===== config.mk =====
export PLATFORM = sky130hd
export DESIGN_NAME = xor_frame_checksum
export DESIGN_NICKNAME = d
export VERILOG_FILES = /design/src/rtl/xor_frame_pkg.sv /design/src/rtl/xor_fold.sv /design/src/rtl/xor_frame_checksum.sv
export SDC_FILE = /design/constraint.sdc
export NUM_CORES = 1
export LEC_CHECK = 0
export CORE_MARGIN = 8
export CORE_UTILIZATION = 45
export DETAILED_ROUTE_END_ITERATION = 10
export GPL_ROUTABILITY_DRIVEN = 0
export PLACE_DENSITY = 0.85
export SYNTH_ARGS = -nofsm -noshare
export SYNTH_HDL_FRONTEND = slang
export SYNTH_SLANG_ARGS = --single-unit
export TNS_END_PERCENT = 50

===== constraint.sdc =====
create_clock -name clk -period 1.1 [get_ports clk]
set_clock_uncertainty 0.05 [all_clocks]
set_input_delay 0.165 -clock clk [delete_from_list [all_inputs] [get_ports clk]]
set_output_delay 0.165 -clock clk [all_outputs]
set_load 0.03 [all_outputs]

===== src/rtl/xor_frame_pkg.sv =====
// Shared types and the fold step for the XOR frame checksum.
// The fold step optionally rotates the accumulator left by one bit
// (selected in xor_fold by the XOR_FRAME_ROTATE_EN macro).
package xor_frame_pkg;

  // ACC: accepting words of the current frame; HOLD: result presented.
  typedef enum logic {
    ACC  = 1'b0,
    HOLD = 1'b1
  } state_e;

  // Widest word the fold helper handles; callers zero-extend into this.
  localparam int unsigned FOLD_MAX_W = 64;

  // One fold step on the low `width` bits: (rotate ? rotl1(acc) : acc) ^ data.
  function automatic logic [FOLD_MAX_W-1:0] fold(
    input logic [FOLD_MAX_W-1:0] acc,
    input logic [FOLD_MAX_W-1:0] data,
    input int unsigned           width,
    input logic                  rotate
  );
    logic [FOLD_MAX_W-1:0] rot;
    rot = acc;
    if (rotate) begin
      rot    = '0;
      rot[0] = acc[6'(width - 1)];
      for (int i = 1; i < FOLD_MAX_W; i++) begin
        if (i < int'(width)) rot[i] = acc[i-1];
      end
    end
    return rot ^ data;
  endfunction

endpackage


===== src/rtl/xor_fold.sv =====
// Combinational single fold step for the frame checksum.
// Macro XOR_FRAME_ROTATE_EN: when defined, the accumulator is rotated left
// by one before XOR, making the checksum order-sensitive.
module xor_fold
  import xor_frame_pkg::*;
#(
  parameter int WIDTH = 8
) (
  input  logic [WIDTH-1:0] acc_i,
  input  logic [WIDTH-1:0] data_i,
  output logic [WIDTH-1:0] sum_o
);

`ifdef XOR_FRAME_ROTATE_EN
  localparam logic ROTATE = 1'b1;
`else
  localparam logic ROTATE = 1'b0;
`endif

  localparam int unsigned W_U = WIDTH;

  logic [FOLD_MAX_W-1:0] res;

  // Fold in the wide helper domain, then keep the low WIDTH bits.
  assign res   = fold(FOLD_MAX_W'(acc_i), FOLD_MAX_W'(data_i), W_U, ROTATE);
  assign sum_o = res[WIDTH-1:0];

  // Upper bits are always zero; tie them off explicitly.
  generate
    if (WIDTH < FOLD_MAX_W) begin : g_hi
      logic unused_hi;
      assign unused_hi = ^res[FOLD_MAX_W-1:WIDTH];
    end
  endgenerate

endmodule


===== src/rtl/xor_frame_checksum.sv =====
// Streaming XOR frame checksum: folds a frame of WIDTH-bit words into one
// checksum, parity bit, saturating word count and overflow flag.
// Macro XOR_FRAME_ROTATE_EN selects the rotate-XOR fold (see xor_fold).
//
// Handshake: a transfer happens on a rising clk edge where valid & ready are
// both 1. valid, once raised, is held with stable payload until that edge;
// ready may be asserted independently of valid. Here in_ready and out_valid
// are decoded from state alone, so there is no combinational path from
// in_valid/out_ready to the opposite side.
module xor_frame_checksum
  import xor_frame_pkg::*;
#(
  parameter  int WIDTH   = 8,
  parameter  int MAX_LEN = 16,
  localparam int CW      = $clog2(MAX_LEN + 1)
) (
  input  logic             clk,
  input  logic             rst,
  input  logic             in_valid,
  output logic             in_ready,
  input  logic [WIDTH-1:0] in_data,
  input  logic             in_last,
  output logic             out_valid,
  input  logic             out_ready,
  output logic [WIDTH-1:0] out_sum,
  output logic             out_parity,
  output logic [CW-1:0]    out_count,
  output logic             out_overflow,
  output state_e           dbg_state
);

  localparam logic [CW-1:0] MAX_CNT = CW'(MAX_LEN);

  state_e           state_q, state_d;
  logic [WIDTH-1:0] acc_q, acc_d;
  logic [CW-1:0]    count_q, count_d;
  logic             ovf_q, ovf_d;
  logic [WIDTH-1:0] sum_q, sum_d;
  logic [CW-1:0]    ocount_q, ocount_d;
  logic             oovf_q, oovf_d;

  logic [WIDTH-1:0] fold_res;
  logic             at_max;

  xor_fold #(.WIDTH(WIDTH)) u_fold (
    .acc_i  (acc_q),
    .data_i (in_data),
    .sum_o  (fold_res)
  );

  assign at_max = (count_q == MAX_CNT);

  // Next-state: accumulate beats in ACC, latch result on last, release in HOLD.
  always_comb begin
    state_d  = state_q;
    acc_d    = acc_q;
    count_d  = count_q;
    ovf_d    = ovf_q;
    sum_d    = sum_q;
    ocount_d = ocount_q;
    oovf_d   = oovf_q;
    case (state_q)
      ACC: begin
        if (in_valid) begin
          acc_d   = fold_res;
          count_d = at_max ? MAX_CNT : count_q + CW'(1);
          ovf_d   = ovf_q | at_max;
          if (in_last) begin
            sum_d    = fold_res;
            ocount_d = count_d;
            oovf_d   = ovf_d;
            state_d  = HOLD;
          end
        end
      end
      HOLD: begin
        if (out_ready) begin
          acc_d   = '0;
          count_d = '0;
          ovf_d   = 1'b0;
          state_d = ACC;
        end
      end
      default: state_d = ACC;
    endcase
  end

  // State and datapath registers; synchronous reset drops any frame or result.
  always_ff @(posedge clk) begin
    if (rst) begin
      state_q  <= ACC;
      acc_q    <= '0;
      count_q  <= '0;
      ovf_q    <= 1'b0;
      sum_q    <= '0;
      ocount_q <= '0;
      oovf_q   <= 1'b0;
    end else begin
      state_q  <= state_d;
      acc_q    <= acc_d;
      count_q  <= count_d;
      ovf_q    <= ovf_d;
      sum_q    <= sum_d;
      ocount_q <= ocount_d;
      oovf_q   <= oovf_d;
    end
  end

  assign in_ready     = (state_q == ACC);
  assign out_valid    = (state_q == HOLD);
  assign out_sum      = sum_q;
  assign out_parity   = ^sum_q;
  assign out_count    = ocount_q;
  assign out_overflow = oovf_q;
  assign dbg_state    = state_q;

endmodule


==> flow_metrics.py <==
metrics = {
    "synthesis": {
        "synth_top_area_cell": "dfxtp_1",
        "synth_nets": 168,
        "yosysSeqAreaShare_pct": 40.4,
        "ys_top_cells_by_count": "29 x dfxtp_1, 14 x a21oi_1, 14 x xnor2_1",
        "synthArstFlopShare_pct": 0,
        "ys_warn_count": 0,
        "ys_ff_latch": 29,
        "syn-cell-area_sq_um": 1440,
        "synth_top_cell_area_share_pct": 40.4,
        "synthCells": 153,
        "ys_types": 28,
        "synth_area_leaders": "dfxtp_1 40%, a211oi_2 8.7%, xnor2_1 8.5%",
        "synth-edff-count": 0,
        "yosysMostFrequentCell": "dfxtp_1",
        "ys.flop_type": "dfxtp_1",
        "avgSynthCellArea_sq_um": 9.39,
    },
    "status": {
        "status": "finished with violations",
        "violations": "setup timing",
    },
    "worst_hold_path": {
        "hold_class": "in -> reg",
        "min_from": "in_valid",
        "worstHoldPathCells": 4,
        "whs_endpoint": "count_q[4]",
    },
    "floorplan": {
        "dieWidth_um": 72.5,
        "io_pins": 31,
        "num_rows": 20,
        "dieArea_sq_um": 5260,
        "core-area_sq_um": 3050,
        "initial_core_util_pct": 47.0,
        "die_y_um": 72.5,
    },
    "pwr": {
        "ir_drop_v": 0.000679,
        "swShare_pct": 34.3,
        "p_leak_nw": 0.951,
        "seqPwrFrac_pct": 41.6,
        "power.density_nw_per_um2": 1090,
        "p_clk_share_pct": 22.1,
        "p_sw_w": 0.000969,
        "p_comb_share_pct": 36.4,
        "internal_power_w": 0.00185,
    },
    "clocking": {
        "cts_tree": "done",
        "cts_buffer_depth": 2,
        "cts.clk_slew.worst_paths_ns": 0.10,
        "cts_sinks": 29,
        "cts_buffers": 5,
        "root_buffer": "clkbuf_4",
        "htree_levels": 2,
        "postCtsHoldBufs": 0,
        "insertion_delay_ns": 0.34,
    },
    "global_route": {
        "first_global_vias": 1593,
        "grt_overflow": 0,
        "antenna_found_initial": 0,
        "grt_usage_pct": 19.3,
        "grt_max_degree": 19,
        "grt_pass1_wl_um": 7780,
    },
    "placed_design": {
        "hpwl_um": 2820,
        "placed_cell_area_sq_um": 2000,
        "pre_cts_slack_ns": -0.492,
        "port_buffers": 30,
    },
    "worst_setup_path": {
        "worstSetupPathType": "reg -> out",
        "timing.rr.start": "count_q[1]",
        "cp.arrival_ns": 1.36,
        "crit_path_max_fanout": 2,
        "cp-start-kind": "register",
        "crit_path_frequent_cell": "xnor2_2",
        "r2r-end": "out_overflow",
        "cp_slowest_stage_delay_ns": 0.36,
        "r2r_cells": 5,
        "slowest_stage": "dfxtp_4",
        "worst_ep_required_time_ns": 0.88,
        "critPathCaptureType": "primary output",
        "worstPathCellList": "xor2_2, xnor2_2, xnor2_2, buf_6",
        "rrSetupSlack_ns": -0.23,
    },
    "drt": {
        "routed_wl_um": 5320,
        "vias": 1512,
        "drt_iter0_drc": 121,
        "remaining_drc_errors": 0,
        "viasPerCell": 5.75,
        "drtAntennaViolNets": 0,
        "drtPass1Iterations": 4,
        "routedWlPerCell_um": 20.2,
    },
    "sta": {
        "fin_crit_sh_pct": 143,
        "rsz0062_at_grt": "true",
        "slew_viol_final": 0,
        "post-route-min-period_ns": 1.57,
        "tightest_slew_ns": 0.345,
        "fmax_ghz": 0.636,
        "setup_ws_ns": -0.472,
        "setup_tns_ns": -5.49,
        "hold_viol_final": 0,
        "max-slew-margin-rel_pct": 77.0,
        "setup_viol": 42,
    },
    "layout": {
        "utilization_pct": 84.6,
        "area_growth_pct": 79.9,
        "num_antenna_cells": 0,
        "final_layout_size_suffix_gt1_share_pct": 65.3,
        "design_area_sq_um": 2580,
        "layout.nets": 233,
        "fillers": 160,
    },
    "flow_run": {
        "maxCapViolations": 0,
    },
}
## layout by cell type (no fill, tap or decap), types with 3 or more instances in the layout
cell type and n:
buf_4 24, a211oi_2 9, nand2_1 4, dfxtp_1 15, buf_6 28, nor2_1 6, xnor2_1 8, clkdlybuf4s50_1 11
xnor2_2 6, a21oi_2 8, dfxtp_4 12, nand3b_1 11, nor3b_2 5, nor2_2 4, a21oi_1 6, nor2_4 3
clkbuf_4 5, o21ai_2 5
## cells by family after synthesis
group | after synthesis | synth area share (%)
muxes | 1 | 0.697
xor gates and xnor gates | 18 | 11.0
DFF | 29 | 40.4
buffers and inverters | 14 | 5.75
adders and majority gates | 2 | 1.74
AOI/OAI and AO/OA | 38 | 19.3
and+or+nand+nor | 51 | 21.1
## sequential cells by signal, summed over array words and instances, names as in the netlist
| register | count |
|---|---|
| acc_q | 8 |
| out_sum | 8 |
| count_q | 5 |
| out_count | 5 |
| dbg_state | 1 |
| out_overflow | 1 |
| ovf_q | 1 |
## per-stage QoR
| step | total power [W] | std cells | hold slack, ns |
|---|---|---|---|
| CTS | 0.00270 | 264 | 0.396 |
| finish | 0.00282 | 263 | 0.429 |
| detailed placement | 0.00192 | 245 | 0.404 |
| global route | 0.00293 | 263 | 0.420 |
| global placement | 0.00189 | 245 | 0.395 |
| floorplan | 0.00163 | 153 | 0.275 |
## routing by layer
layer | share of wire, % | global-route usage [%]
met5 | 0 | 0
met4 | 3.3 | 12.2
met1 | 35 | 18.0
met3 | 6.5 | 6.47
met2 | 55 | 35.2
## power groups by stage
| stage | Clock (W) | Combinational (W) | Sequential [W] |
|---|---|---|---|
| 5_1_grt | 0.000676 | 0.00108 | 0.00118 |
| 6_report | 0.000623 | 0.00103 | 0.00117 |
| 4_1_cts | 0.000626 | 0.000910 | 0.00116 |
| 3_5_place_dp | 0 | 0.000737 | 0.00118 |
| 3_3_place_gp | 0 | 0.000715 | 0.00117 |
| 2_1_floorplan | 0 | 0.000385 | 0.00125 |
## critical path: cells and delay by family (launching register included)
family    cells  cell delay [ns]
buf+inv       1             0.15
flops         1             0.36
xor+xnor      3             0.50
## worst max path at each step
stage | end | from | slack, ns | cells past startpoint
after detailed placement | count_q[0] | in_valid | -0.49 | 6
final | out_parity | out_sum[6] | -0.47 | 4
after global routing | out_parity | out_sum[0] | -0.53 | 4
after global placement | count_q[0] | in_valid | -0.38 | 6
after CTS | out_parity | out_sum[6] | -0.50 | 4
after floorplan | out_parity | out_sum[6] | -0.15 | 3
## final cells by class
class / count / area, sq um / share of cell area (%)
Clock buffer: 5 / 37.5 / 1.45
Multi-Input combinational cell: 110 / 1110 / 43.0
Clock inverter: 3 / 12.5 / 0.484
Tap cell: 44 / 55.1 / 2.13
Inverter: 3 / 20.0 / 0.775
Timing Repair Buffer: 69 / 719 / 27.8
Sequential cell: 29 / 628 / 24.3
## what timing repair did
action | in CTS | in global routing
gates resized for setup | 58 | 49
setup endpoints to repair | 40 | 44
cloned | 3 | 0
buffers inserted | 9 | 1
pin swaps | 19 | 28
No activity file was read; power rests on OpenSTA's default activity.
